--- src/rtl/bnn_controller.sv ---
// Sequencer for a three-layer binarised network: LOAD, L1, L2, L3, DONE.
// Ports:
//   clk, reset_n                    clock and async active-low reset
//   start, abort                    run request and forced return to IDLE
//   load_done, l1_done..l3_done     completion levels from loader and layers
//   class_in[3:0]                   class index from layer 3, valid with l3_done
//   state[2:0]                      sequencing state bus to loader and layers
//   clr                             pulse in the first LOAD cycle
//   layer_start                     pulse in the first cycle of L1, L2 and L3
//   result[3:0], result_valid       latched class index and DONE flag
//   err, err_code[2:0]              ERR flag and the state that timed out
module bnn_controller #(
    parameter int unsigned LOAD_TIMEOUT  = 4096,
    parameter int unsigned LAYER_TIMEOUT = 1024
) (
    input  logic       clk,
    input  logic       reset_n,
    input  logic       start,
    input  logic       abort,
    input  logic       load_done,
    input  logic       l1_done,
    input  logic       l2_done,
    input  logic       l3_done,
    input  logic [3:0] class_in,
    output logic [2:0] state,
    output logic       clr,
    output logic       layer_start,
    output logic [3:0] result,
    output logic       result_valid,
    output logic       err,
    output logic [2:0] err_code
);

    typedef enum logic [2:0] {
        S_IDLE = 3'b000,
        S_LOAD = 3'b001,
        S_L1   = 3'b010,
        S_L2   = 3'b011,
        S_L3   = 3'b100,
        S_DONE = 3'b101,
        S_ERR  = 3'b110
    } state_t;

    localparam logic [15:0] LOAD_LIM  = 16'(LOAD_TIMEOUT);
    localparam logic [15:0] LAYER_LIM = 16'(LAYER_TIMEOUT);

    state_t      cur;
    state_t      nxt;
    logic        entry;
    logic        to_err;
    logic        counting;
    logic [15:0] wd;

    assign counting = (cur == S_LOAD) || (cur == S_L1) ||
                      (cur == S_L2) || (cur == S_L3);

    always_comb begin
        nxt    = cur;
        to_err = 1'b0;
        case (cur)
            S_IDLE: if (start) nxt = S_LOAD;
            S_LOAD: begin
                // The loader is being cleared during the entry cycle, so a
                // stale load_done seen then belongs to the previous run.
                if (load_done && !entry) nxt = S_L1;
                else if (wd >= LOAD_LIM) to_err = 1'b1;
            end
            S_L1: begin
                if (l1_done) nxt = S_L2;
                else if (wd >= LAYER_LIM) to_err = 1'b1;
            end
            S_L2: begin
                if (l2_done) nxt = S_L3;
                else if (wd >= LAYER_LIM) to_err = 1'b1;
            end
            S_L3: begin
                if (l3_done) nxt = S_DONE;
                else if (wd >= LAYER_LIM) to_err = 1'b1;
            end
            S_DONE: if (start) nxt = S_LOAD;
            S_ERR:  nxt = S_ERR;
            default: nxt = S_IDLE;
        endcase
        if (to_err) nxt = S_ERR;
        if (abort) begin
            nxt    = S_IDLE;
            to_err = 1'b0;
        end
    end

    always_ff @(posedge clk or negedge reset_n) begin
        if (!reset_n) begin
            cur      <= S_IDLE;
            entry    <= 1'b0;
            wd       <= 16'd0;
            result   <= 4'd0;
            err_code <= 3'd0;
        end else begin
            cur   <= nxt;
            entry <= (nxt != cur);
            if (nxt != cur)
                wd <= 16'd0;
            else if (counting && wd != 16'hFFFF)
                wd <= wd + 16'd1;
            if (cur == S_L3 && nxt == S_DONE)
                result <= class_in;
            if (to_err)
                err_code <= cur;
        end
    end

    assign state        = cur;
    assign clr          = entry && (cur == S_LOAD);
    assign layer_start  = entry && ((cur == S_L1) || (cur == S_L2) ||
                                    (cur == S_L3));
    assign result_valid = (cur == S_DONE);
    assign err          = (cur == S_ERR);

endmodule
--- config.mk ---
export PLATFORM = sky130hd
export DESIGN_NAME = bnn_controller
export DESIGN_NICKNAME = d
export VERILOG_FILES = /design/src/rtl/bnn_controller.sv
export SDC_FILE = /design/constraint.sdc
export NUM_CORES = 1
export LEC_CHECK = 0
export CAP_MARGIN = 20
export CORE_UTILIZATION = 53
export CTS_BUF_LIST = sky130_fd_sc_hd__clkbuf_4 sky130_fd_sc_hd__clkbuf_8 sky130_fd_sc_hd__clkbuf_16
export DETAILED_ROUTE_END_ITERATION = 10
export GPL_TIMING_DRIVEN = 0
export MAX_ROUTING_LAYER = met4
export PLACE_DENSITY = 0.79
export REMOVE_ABC_BUFFERS = 1
export SLEW_MARGIN = 5
export SYNTH_ARGS = -nofsm -noshare
export SYNTH_HDL_FRONTEND = slang
export SYNTH_SLANG_ARGS = --single-unit
--- constraint.sdc ---
create_clock -name clk -period 2.75 [get_ports clk]
set_input_delay 0.275 -clock clk [delete_from_list [all_inputs] [get_ports clk]]
set_output_delay 0.275 -clock clk [all_outputs]
set_load 0.05 [all_outputs]
# ---- Word level (Yosys, flattened, before mapping)
# Index checks and enable logic that the tools add are counted.
dict set report word_totals {
  word_cells 49
  reg_bits 27
  in_bits 12
  output_inout_bits 14
}
dict set report op_classes {
  n_reduce_logical 14
  muxes 18
  n_lt_le_gt_ge 2
  n_addsub 1
  eq_ne 9
}
# operator n
set ops {}
lappend ops {{2-to-1 mux 16 bit} 2}
lappend ops {{2-to-1 mux 3 bit} 7}
lappend ops {{case mux 3 bit (6 select lines)} 1}
lappend ops {{adder 16 x 1 -> 16 bit (second input constant)} 1}
lappend ops {{>= comparator 16 x 11 -> 1 bit (second input constant)} 1}
lappend ops {{>= comparator 16 x 13 -> 1 bit (second input constant)} 1}
lappend ops {{!= test 16 bit (second input constant)} 1}
lappend ops {{== test 3 bit (second input constant)} 4}
lappend ops {{2-to-1 mux 1 bit} 7}
lappend ops {{== test 3 x 2 -> 1 bit (second input constant)} 2}
lappend ops {{logical AND 1 bit} 5}
lappend ops {{logical OR 1 bit} 5}
lappend ops {{case mux 1 bit (4 select lines)} 1}
lappend ops {{== test 3 x 1 -> 1 bit (second input constant)} 1}
lappend ops {{zero test 3 bit} 1}
lappend ops {{!= test 3 bit} 1}
lappend ops {{nonzero test 2 bit} 1}
lappend ops {{OR reduction 2 bit} 1}
lappend ops {{zero test 1 bit} 1}

# ---- Depth between registers and ports, before layout
dict set report logic_depth {
  word_depth 8
  ltp_mapped 8
  mapped_depth_nobuf 7
}

# ---- Worst setup path before layout
# Ideal clock, no wire load.
dict set report synth_path {
  path_type {register -> output}
  from {reg cur[2], in the netlist state[2]}
  to {out layer_start}
  stages_incl_launch_ff 5
  arrival_time_ps 2000
  required_ps 2475
  path_buffers 2
  path_slack_ps 475
  cell_sequence {dfrtp_1 > buf_4 > clkbuf_1 > a21oi_1 > nor2b_1}
}
dict set report synth_via {
  elab_chain_cells 4
  elab_cells_between_ends 6
  cone_classes {eq/ne: 3; reduce/logical: 3}
}
# element line
set synth_lines {}
lappend synth_lines {{start: declaration} 47} ;# state_t cur;
lappend synth_lines {{start signal: assignment} 99} ;# cur <= nxt;
lappend synth_lines {{== test 3 x 2 -> 1 bit} 114} ;# assign layer_start = entry && ((cur == S_L1) || (cur == S_L2) ||
lappend synth_lines {{logical OR 1 bit} 114}
lappend synth_lines {{logical OR 1 bit (*)} 114}
lappend synth_lines {{logical AND 1 bit (*)} 114}
lappend synth_lines {{end: declaration} 27} ;# output logic layer_start,
# Every way passes the cells marked *; elsewhere a longest branch is shown, timed or not.

# ---- Worst setup path in the final report
dict set report layout_path {
  from {reg cur[0], in the netlist state[0]}
  to {out layer_start}
}
# The elaborated chain is that of the path after synthesis.

==> summary.txt <==
Drt
  • Routed length per instance: 15.6 um
  • DR vias: 1249
  • Vias per inst: 5.89
  • Post-route antenna net violation count: 0
  • DR iter-0 viols: 49
  • Routed wire length: 3310 um
  • DRC violations left: 7
  • Drt pass-1 iters: 7

Synth
  • Largest cells by area after synthesis: dfrtp_1 43%, nor2_1 5.7%, xnor2_1 5.5%, mux2_4 4.7%, xor2_1 2.8%
  • Yosys Warn Count: 0
  • Syn Area/Cell: 9.97 sq um
  • Cells after Synth: 159
  • Register area share after synthesis: 42.6%
  • Synth cell types: 44
  • Share of the synthesized area in the top cell type: 42.6%
  • #FFs+latches synth: 27
  • Post-synth EDFFs: 0
  • Synth Cell Area: 1590 sq um
  • Post-synth ARST share: 100%
  • Main synth FF type: dfrtp_1
  • Largest area contributor in the netlist: dfrtp_1
  • Synth cell count leaders: 27 x dfrtp_1, 24 x nor2_1, 10 x xnor2_1
  • Count leader, synth: dfrtp_1

Critical path
  • Max incr delay on CP: 810 ps
  • Worst Setup End Kind: output pin
  • Crit path DAT: 2260 ps
  • Crit path max-delay family: buffers and inverters
  • Worst-path maximum fanout: 15
  • Kind of critical path: reg -> out
  • Worst EP required: 2480 ps
  • WP buf/inv: 1
  • Worst-path cell chain: nor2_2, a21oi_1, nor2b_1, clkdlybuf4s50_1
  • Critical path's slowest cell: clkdlybuf4s50_1
  • CP startpoint kind: flop

STA
  • Max Slew Vio Count: 0
  • Setup TNS: 0 ps
  • Tmin final: 2540 ps
  • Max Fclk: 394 MHz
  • Final Hold Fails: 0
  • Final worst slack: 211 ps
  • RSZ-0062 raised after global routing: false
  • Fin Hold WS: 236 ps
  • Final critical-path share of the clock period: 92.3%
  • Max Clock Skew: 2.80 ps
  • Final setup vio count: 0
  • Pin slew with the least headroom to its limit: 682 ps
  • Worst slew margin: 54.5%

Floorplanning
  • Initial Util: 56.5%
  • DIE AREA: 3210 sq um
  • Row cnt: 19
  • Die Y-Extent: 56.7 um
  • Top Ports: 26
  • DIE WIDTH: 56.7 um
  • Core Box Area: 2810 sq um

Place
  • Setup WS pre-CTS: 374 ps
  • PortBufs: 25
  • Hpwl dp: 2420 um
  • Gpl congestion: 0.871
  • Dpl cells: 208

GRT
  • GR Overflow Total: 0
  • Largest net degree at the start of global routing: 27
  • GRT Util Overall: 22.8%
  • Vias in the first global route: 1251
  • Initial antenna violation count: 0
  • First-pass GRT wire length: 5580 um

Clocking
  • Cts-stage hold buffer count: 0
  • Post_cts resized: 0
  • Skew-Pair Late Insertion Delay: 310 ps
  • Num CTS Buffers: 3
  • Worst-path clk slew: 130 ps
  • CTS tree: built
  • Clk root buf: clkbuf_4
  • Max clock buf depth: 2
  • Post-CTS Setup Repair Bufs: 0
  • H-tree level count: 1
  • Clk sinks: 27

Power and ir drop
  • Maximum VDD drop: 0.317 mV
  • Pleak: 0.800 nW
  • Power Dens Cells: 492 nW/um^2

Cells and area
  • Final core occ: 66.7%
  • Diodes inserted: 0
  • Area Overhead vs Synth: 18.0%
  • Layout cells sized above 1: 12.7%
  • Final #Nets: 196
  • Finished Layout Cells: 212

Run status
  • Status: finished with violations
  • Failing checks: DRC

Job
  • Count of max-cap constraint violations: 0

Worst hold path
  • Hold Crit Class: in -> async
-- metrics by stage --
step           power [mW]  cell area (sq um)
2_1_floorplan       0.653               1530
3_3_place_gp        0.735               1820
3_5_place_dp        0.753               1830
4_1_cts             0.925               1860
5_1_grt             0.970               1870
6_report            0.920               1870
-- registers in the layout, indices dropped and copies added (netlist names) --
register  flops
err_code      3
entry         1
wd           16
state         3
result        4
-- final timing paths --
kind,to,slack (ps),cells after the start,start
min,err_code[1],240,1,reset_n
min in group clk,err_code[1],530,1,err_code[1]
max reg2reg,wd[5],500,6,state[2]
min reg2reg,err_code[1],530,1,err_code[1]
max,layer_start,210,4,state[0]
max in group asynchronous,wd[12],2050,2,reset_n
-- where the power goes --
group	internal, mW	switching (mW)
Combinational	0.113	0.160
Clock	0.0666	0.106
Sequential	0.427	0.0478
Total	0.606	0.314
-- cells by family after synthesis --
kind of cell    after synthesis  share of synthesized area, %
simple gates                 67                          24.7
flops                        27                          42.6
compound gates               22                          8.52
xor+xnor                     15                          8.29
buf+inv                      14                          4.89
mux                          12                          9.39
fa+ha+maj                     2                          1.58
-- cell type report --
type / instances / area (sq um)
fill: 222 / 935
multi-input combinational: 118 / 835
sequential: 27 / 677
timing repair buffer: 26 / 268
tap: 31 / 38.8
clock buffer: 4 / 30.0
inverter: 6 / 22.5
-- cells in the final DEF, fill, tap and decap left out, drive strengths merged --
cell,count
nor4b,2
or4,2
nand4b,1
mux2,8
nand3,8
nand4bb,1
or3,1
and3b,3
nor2b,3
o211ai,3
o21ai,7
buf,1
o22ai,1
o21a,1
inv,6
nand3b,1
dfrtp,27
clkbuf,4
and3,4
clkdlybuf4s50,24
xnor2,10
nand2,6
mux2i,4
o311a,1
dlymetal6s2s,1
nand4,3
nor3,3
ha,2
and4,2
nor2,25
a32oi,1
o22a,1
a21oi,7
xor2,5
nand2b,2
-- routing by layer --
layer / global-route usage (%) / part of all wire, %
met1: 26.4 / 42
met2: 39.8 / 52
met3: 4.84 / 4.4
met4: 6.43 / 1.5
met5: - / 0
Power figures use the tool's default switching activity.
